File: config.mk
export PLATFORM = sky130hd
export DESIGN_NAME = cpu_control_unit
export DESIGN_NICKNAME = d
export VERILOG_FILES = /design/src/rtl/cpu_control_unit.sv
export SDC_FILE = /design/constraint.sdc
export NUM_CORES = 1
export LEC_CHECK = 0
export BUFFER_PORTS_ARGS = -buffer_cell sky130_fd_sc_hd__buf_2
export CELL_PAD_IN_SITES_DETAIL_PLACEMENT = 0
export CELL_PAD_IN_SITES_GLOBAL_PLACEMENT = 1
export CORE_ASPECT_RATIO = 1.5
export CORE_MARGIN = 3
export CORE_UTILIZATION = 37
export DETAILED_ROUTE_END_ITERATION = 12
export MAX_ROUTING_LAYER = met4
export PLACE_DENSITY = 0.81
export SLEW_MARGIN = 20
export SYNTH_ARGS = -nofsm -noshare
export SYNTH_HDL_FRONTEND = slang
export SYNTH_SLANG_ARGS = --single-unit
File: constraint.sdc
create_clock -name clk -period 3.3 [get_ports clk]
set_clock_uncertainty 0.15 [all_clocks]
set_input_delay 0.66 -clock clk [delete_from_list [all_inputs] [get_ports clk]]
set_output_delay 0.66 -clock clk [all_outputs]
set_load 0.02 [all_outputs]
File: src/rtl/cpu_control_unit.sv
// Fetch-decode-execute sequencer for the 16-bit accumulator CPU.
// Define CPU_ILLEGAL_TRAP_EN to trap undefined opcodes into HALT and raise the 'illegal' output.
module cpu_control_unit #(
    parameter int MEM_LAT = 1
) (
    input  logic       clk,
    input  logic       reset,
    input  logic       start,
    input  logic [3:0] ir_opcode,
    input  logic [1:0] ir_cond,
    input  logic       ac_zero,
    input  logic       ac_neg,
    output logic       mar_load,
    output logic       mar_src,
    output logic       mem_re,
    output logic       mem_we,
    output logic       mbr_load,
    output logic       ir_load,
    output logic       pc_inc,
    output logic       pc_load,
    output logic       ac_load,
    output logic       ac_src,
    output logic [3:0] alu_op,
    output logic       halted,
`ifdef CPU_ILLEGAL_TRAP_EN
    output logic       illegal,
`endif
    output logic [3:0] state
);

    typedef enum logic [3:0] {
        IDLE   = 4'd0,
        F_MAR  = 4'd1,
        F_RD   = 4'd2,
        F_IR   = 4'd3,
        DECODE = 4'd4,
        X_RD   = 4'd5,
        X_MBR  = 4'd6,
        X_EX   = 4'd7,
        X_WR   = 4'd8,
        HALT   = 4'd9
    } state_t;

    localparam logic [3:0] OP_LOAD  = 4'h1;
    localparam logic [3:0] OP_STORE = 4'h2;
    localparam logic [3:0] OP_ADD   = 4'h3;
    localparam logic [3:0] OP_SUBT  = 4'h4;
    localparam logic [3:0] OP_HALT  = 4'h7;
    localparam logic [3:0] OP_SKIP  = 4'h8;
    localparam logic [3:0] OP_JUMP  = 4'h9;
    localparam logic [1:0] WAIT_LAST = 2'(MEM_LAT - 1);

    state_t     state_q, state_d;
    logic [1:0] wait_q, wait_d;
    logic [3:0] op_q, op_d;
    logic       skip;
    logic       illegal_d, illegal_q;

    always_comb begin
        skip = ((ir_cond == 2'b00) && ac_neg) ||
               ((ir_cond == 2'b01) && ac_zero) ||
               ((ir_cond == 2'b10) && !ac_neg && !ac_zero);
    end

    // The wait counter is shared by both read windows and is zero whenever we are not counting.
    always_comb begin
        state_d   = state_q;
        wait_d    = 2'd0;
        op_d      = op_q;
        illegal_d = illegal_q;
        case (state_q)
            IDLE:   if (start) state_d = F_MAR;
            F_MAR:  state_d = F_RD;
            F_RD:   if (wait_q == WAIT_LAST) state_d = F_IR;
                    else wait_d = wait_q + 2'd1;
            F_IR:   state_d = DECODE;
            DECODE: begin
                op_d = ir_opcode;
                case (ir_opcode)
                    OP_LOAD, OP_ADD, OP_SUBT: state_d = X_RD;
                    OP_STORE:                 state_d = X_WR;
                    OP_HALT:                  state_d = HALT;
                    OP_SKIP, OP_JUMP:         state_d = F_MAR;
                    default: begin
`ifdef CPU_ILLEGAL_TRAP_EN
                        state_d   = HALT;
                        illegal_d = 1'b1;
`else
                        state_d   = F_MAR;
`endif
                    end
                endcase
            end
            X_RD:   if (wait_q == WAIT_LAST) state_d = X_MBR;
                    else wait_d = wait_q + 2'd1;
            X_MBR:  state_d = X_EX;
            X_EX:   state_d = F_MAR;
            X_WR:   state_d = F_MAR;
            HALT:   state_d = HALT;
            default: state_d = IDLE;
        endcase
    end

    always_ff @(posedge clk or posedge reset) begin
        if (reset) begin
            state_q   <= IDLE;
            wait_q    <= 2'd0;
            op_q      <= 4'd0;
            illegal_q <= 1'b0;
        end else begin
            state_q   <= state_d;
            wait_q    <= wait_d;
            op_q      <= op_d;
            illegal_q <= illegal_d;
        end
    end

    // Strobes decode the registered state only; DECODE also looks at the freshly loaded IR fields.
    always_comb begin
        mar_load = 1'b0;
        mar_src  = 1'b0;
        mem_re   = 1'b0;
        mem_we   = 1'b0;
        mbr_load = 1'b0;
        ir_load  = 1'b0;
        pc_inc   = 1'b0;
        pc_load  = 1'b0;
        ac_load  = 1'b0;
        ac_src   = 1'b0;
        alu_op   = 4'b0000;
        halted   = 1'b0;
        case (state_q)
            F_MAR:       mar_load = 1'b1;
            F_RD, X_RD:  mem_re   = 1'b1;
            F_IR: begin
                ir_load = 1'b1;
                pc_inc  = 1'b1;
            end
            DECODE: begin
                case (ir_opcode)
                    OP_LOAD, OP_ADD, OP_SUBT, OP_STORE: begin
                        mar_load = 1'b1;
                        mar_src  = 1'b1;
                    end
                    OP_SKIP: pc_inc  = skip;
                    OP_JUMP: pc_load = 1'b1;
                    default: ;
                endcase
            end
            X_MBR:       mbr_load = 1'b1;
            X_EX: begin
                ac_load = 1'b1;
                ac_src  = (op_q != OP_LOAD);
                alu_op  = (op_q == OP_SUBT) ? 4'b0001 : 4'b0000;
            end
            X_WR:        mem_we = 1'b1;
            HALT:        halted = 1'b1;
            default: ;
        endcase
    end

    assign state = state_q;
`ifdef CPU_ILLEGAL_TRAP_EN
    assign illegal = illegal_q;
`endif

endmodule

# [Word level (Yosys, flattened, before mapping)]
# Index checks and enable logic that the tools add are counted.
# Widths: inputs -> output; s select.
[op_classes] reduce_logical=16 add_sub_neg=1 n_eq_ne=23 mux=23
[ops] cell="$pmux 4 s9" count=1
[ops] cell="$eq 4x3->1 const B" count=7
[ops] cell="$eq 4x2->1 const B" count=4
[ops] cell="$eq 4x4->1 const B" count=4
[ops] cell="$mux 1" count=14
[ops] cell="$mux 4" count=3
[ops] cell="$pmux 4 s3" count=1
[ops] cell="$eq 4x1->1 const B" count=2
[ops] cell="$ne 2x2->1 const B" count=3
[ops] cell="$logic_and 1x1->1" count=4
[ops] cell="$logic_not 2->1" count=2
[ops] cell="$logic_not 4->1" count=1
[ops] cell="$mux 2" count=2
[ops] cell="$ne 4x1->1 const B" count=1
[ops] cell="$pmux 1 s2" count=2
[ops] cell="$reduce_or 2->1" count=2
[ops] cell="$reduce_or 4->1" count=1
[ops] cell="$reduce_and 3->1" count=1
[ops] cell="$reduce_or 3->1" count=1
[ops] cell="$add 2x1->2 const B" count=1
[ops] cell="$eq 2x1->1 const B" count=1
[ops] cell="$eq 2x2->1 const B" count=1
[ops] cell="$logic_not 1->1" count=2
[ops] cell="$logic_or 1x1->1" count=2
[word_totals] elab_cells=66 output_inout_bits=19 regBits=10 in_bits=11

# [Depth between registers and ports, before layout]
[logic_depth] depth_word=6 ltp_mapped=5

# [Worst setup path after synthesis]
# OpenSTA, ideal clock, no wires.
[synth_path] kind="flip-flop to output port" from="reg state_q[3] (netlist: state[3])" to="out alu_op[0]" slack_ns=0.777 t_arrival_ns=1.713 path_stages_with_launch=5 t_required_ns=2.490 path_cell_list="dfrtp_1 -> clkbuf_1 -> nor2b_1 -> nand3_1 -> nor4b_1"
[synth_via] elab_chain_cells=2
[synth_lines] item="start: declaration" line="53" text="state_t state_q, state_d;"
[synth_lines] item="start signal: assignment" line="111" text="state_q <= state_d;"
[synth_lines] item="$eq 4x3->1" line="132" text="case (state_q)"
[synth_lines] item="$mux 1" line="132"
[synth_lines] item="end: declaration" line="23" text="output logic [3:0] alu_op,"
# Every way passes these cells.

# [Worst setup path in the final report]
[layout_path] from="reg state_q[2] (netlist: state[2])" to="out pc_inc"
[layout_via] elab_chain_cells=2
[layout_lines] item="$eq 4x3->1 / $eq 4x2->1 (equally long branches)" line="132"
[layout_lines] item="$pmux 1 s2 (*)" line="132"
[layout_lines] item="end: declaration" line="19" text="output logic pc_inc,"
# Mark *: on every way between the ends. The rest lies on a longest branch, timed or not.

==> qor.csv <==
metric,value,unit
Pins Over Slew Limit,0,
Clock power frac,15.1,%
initial core utilization,40.6,%
synth unique cells,37,
Post-synth top cells,"10 x dfrtp_1, 8 x inv_1, 6 x nand2b_1",
Worst EP arrival,1.94,ns
Die Ht,62.3,microns
post-cts resize count,0,
Placer Congestion,0.811,
ANT cells,0,
Leakage,0.470,nW
initial antenna violation count,0,
switching pwr,316,uW
top area cells in the synthesized netlist,"dfrtp_1 32%, mux2_2 5.8%, nand2b_1 4.8%",
Final period util,83.3,%
I/O pin cnt,30,
area of the die,0.00271,sq mm
post-route cell area,936,sq um
share of post-route cells with drive strength above 1,34.2,%
drt total wl,1.70,mm
port bufs,26,
number of synthesized flops with an enable pin,0,
register area share after synthesis,32.0,%
pwr dens,756,mW/mm^2
asr flop ratio synth,100,%
largest net degree at the start of global routing,18,
post-route ant nets,0,
DP Wirelength,1.31,mm
Clock Sinks,10,
grt ovf,0,
Setup Buffers After CTS,0,
cell accounting for the most synthesized area,dfrtp_1,
sequential share of power,36.1,%
Worst Hold Class,input port to async pin,
Synth top area share,32.0,%
DRT iter0 DRCs,8,
post-synthesis mux area share,9.60,%
Internal,392,uW
"Cell Area, Synth",782,sq um
max_cap viols,0,
worst-path maximum fanout,17,
root buf cell,clkbuf_4,
Ys Warns,0,
critical path type,register to output pin,
CTS tree,done,
GRT Util Overall,12.9,%
RSZ-0062 raised after global routing,no,
DR pass1 iterations,4,
synth-to-layout area growth,19.7,%
Setup TNS,0,ns
minimum clock period,2.75,ns
Yosys reg bits,10,
number of hold buffers added after cts,0,
drt via density,5.09,
"Reg clk slew, reported paths",0.06,ns
final setup violation count,0,
compound-cell area share of the yosys netlist,12.2,%
Min Hold Slack,0.210,ns
WP data required,2.49,ns
Post-Synth Adder-Cell Area,3.20,%
"Primary FF master, synth",dfrtp_1,
fin util,48.6,%
status,"complete, no violations",
Num CTS Buffers,3,
cell with the most instances after synthesis,dfrtp_1,
Vias,672,
Simple-Gate Fraction of Synth Area,31.7,%
CTS Buffer Depth,2,
Worst setup EP type,output pin,
H-tree Lvls,1,
Fmax,364,MHz
# nets final,125,
Reg2Reg Setup Slack,1.51,ns
Peak VDD IR,0.346,mV
core box area,0.00193,sq mm
vias in the first global route,611,
Post-Synth XOR/XNOR Area,1.12,%
Routed wire per std cell,12.8,microns
first-pass GRT wire length,2.62,mm
Sw Share,44.6,%
# DRC,0,
CP startpoint kind,register,
Die W,43.5,microns
final hold vios,0,
Syn Inst Count,87,
Comb power frac,48.9,%
"Clk Latency, worst-skew pair",0.26,ns
Mapped Avg Cell Area,8.99,sq um
row count,19,
Placed Area,900,sq um
largest family of logic cells by synthesized area,simple AND/OR/NAND/NOR gates,
==> registers in the layout, summed over array words and instances, names as in the netlist <==
register  count
op_q          4
state         4
wait_q        2
==> cell usage in the layout (no fill, tap or decap) <==
| master | n |
|---|---|
| buf_2 | 26 |
| dfrtp_1 | 10 |
| inv_1 | 8 |
| nand2b_1 | 6 |
| mux2_2 | 4 |
| nor2_1 | 4 |
| nor3_1 | 4 |
| nand2_1 | 3 |
| o21ai_0 | 3 |
| nor3b_1 | 3 |
| a21oi_1 | 3 |
| mux2i_1 | 3 |
| conb_1 | 3 |
| clkbuf_4 | 3 |
| nor2b_1 | 2 |
| nand3b_1 | 2 |
| and2_1 | 2 |
| a31oi_1 | 2 |
| ha_1 | 2 |
| nor4b_4 | 1 |
| xnor2_1 | 1 |
| a41o_1 | 1 |
| nand3_1 | 1 |
| or3b_1 | 1 |
| or3_1 | 1 |
| and4_1 | 1 |
| nand3b_2 | 1 |
| o41ai_2 | 1 |
| nor4b_1 | 1 |
| or3b_2 | 1 |
| and3_1 | 1 |
| nor4_1 | 1 |
| o31a_1 | 1 |
| or4_1 | 1 |
| o41ai_1 | 1 |
| a32oi_1 | 1 |
| clkbuf_8 | 1 |
==> cell type report <==
type,count,area (sq um)
Multi-Input combinational cell,63,463
Tap cell,21,26.3
Sequential cell,10,250
Timing Repair Buffer,26,130
Fill cell,195,990
Clock buffer,4,36.3
Inverter,8,30.0
==> power by group through the flow <==
| stage | logic [mW] | clock network, mW | registers (mW) |
|---|---|---|---|
| after floorplan | 0.284 | 0 | 0.231 |
| after global placement | 0.351 | 0 | 0.253 |
| after detailed placement | 0.350 | 0 | 0.257 |
| after CTS | 0.351 | 0.111 | 0.255 |
| after global routing | 0.382 | 0.116 | 0.267 |
| final | 0.346 | 0.107 | 0.255 |
==> metrics by stage <==
step	cells	worst slack [ns]	power [mW]
global route	132	0.314	0.765
finish	132	0.552	0.708
CTS	132	0.541	0.717
global placement	128	0.823	0.604
floorplan	89	0.777	0.515
detailed placement	128	0.834	0.607
==> worst max-delay path: stages, from the launching register on <==
cell and delay (ns):
dfrtp_1 0.62, nor4b_4 0.51, nand3b_2 0.14, o41ai_2 0.20
buf_2 0.21
==> worst paths after layout <==
path                       startpoint   endpoint  depth (start not counted)
setup / recovery             state[2]     pc_inc                          4
hold / removal                  reset   state[3]                          2
setup reg to reg             state[2]    op_q[0]                          2
hold reg to reg               op_q[1]    op_q[1]                          1
max in group asynchronous       reset  wait_q[0]                          2
min in group clk              op_q[1]    op_q[1]                          1
==> kinds of logic (layout without fill, tap and decap cells) <==
family	Yosys count	after routing
mux	7	7
buf+inv	16	38
fa+ha+maj	2	2
compound gates	13	13
other cells	1	3
flops	10	10
xor+xnor	1	1
simple gates	37	37
==> layer usage <==
metal / GRT usage [%] / vias up / share of wire, %
met5: - / - / 0
met4: 9.06 / 0 / 2.9
met3: 1.45 / 6 / 6.9
met2: 21.5 / 22 / 49
met1: 13.6 / 298 / 41
li1: - / 346 / -
Note: power is estimated with default switching activity, not from simulation.
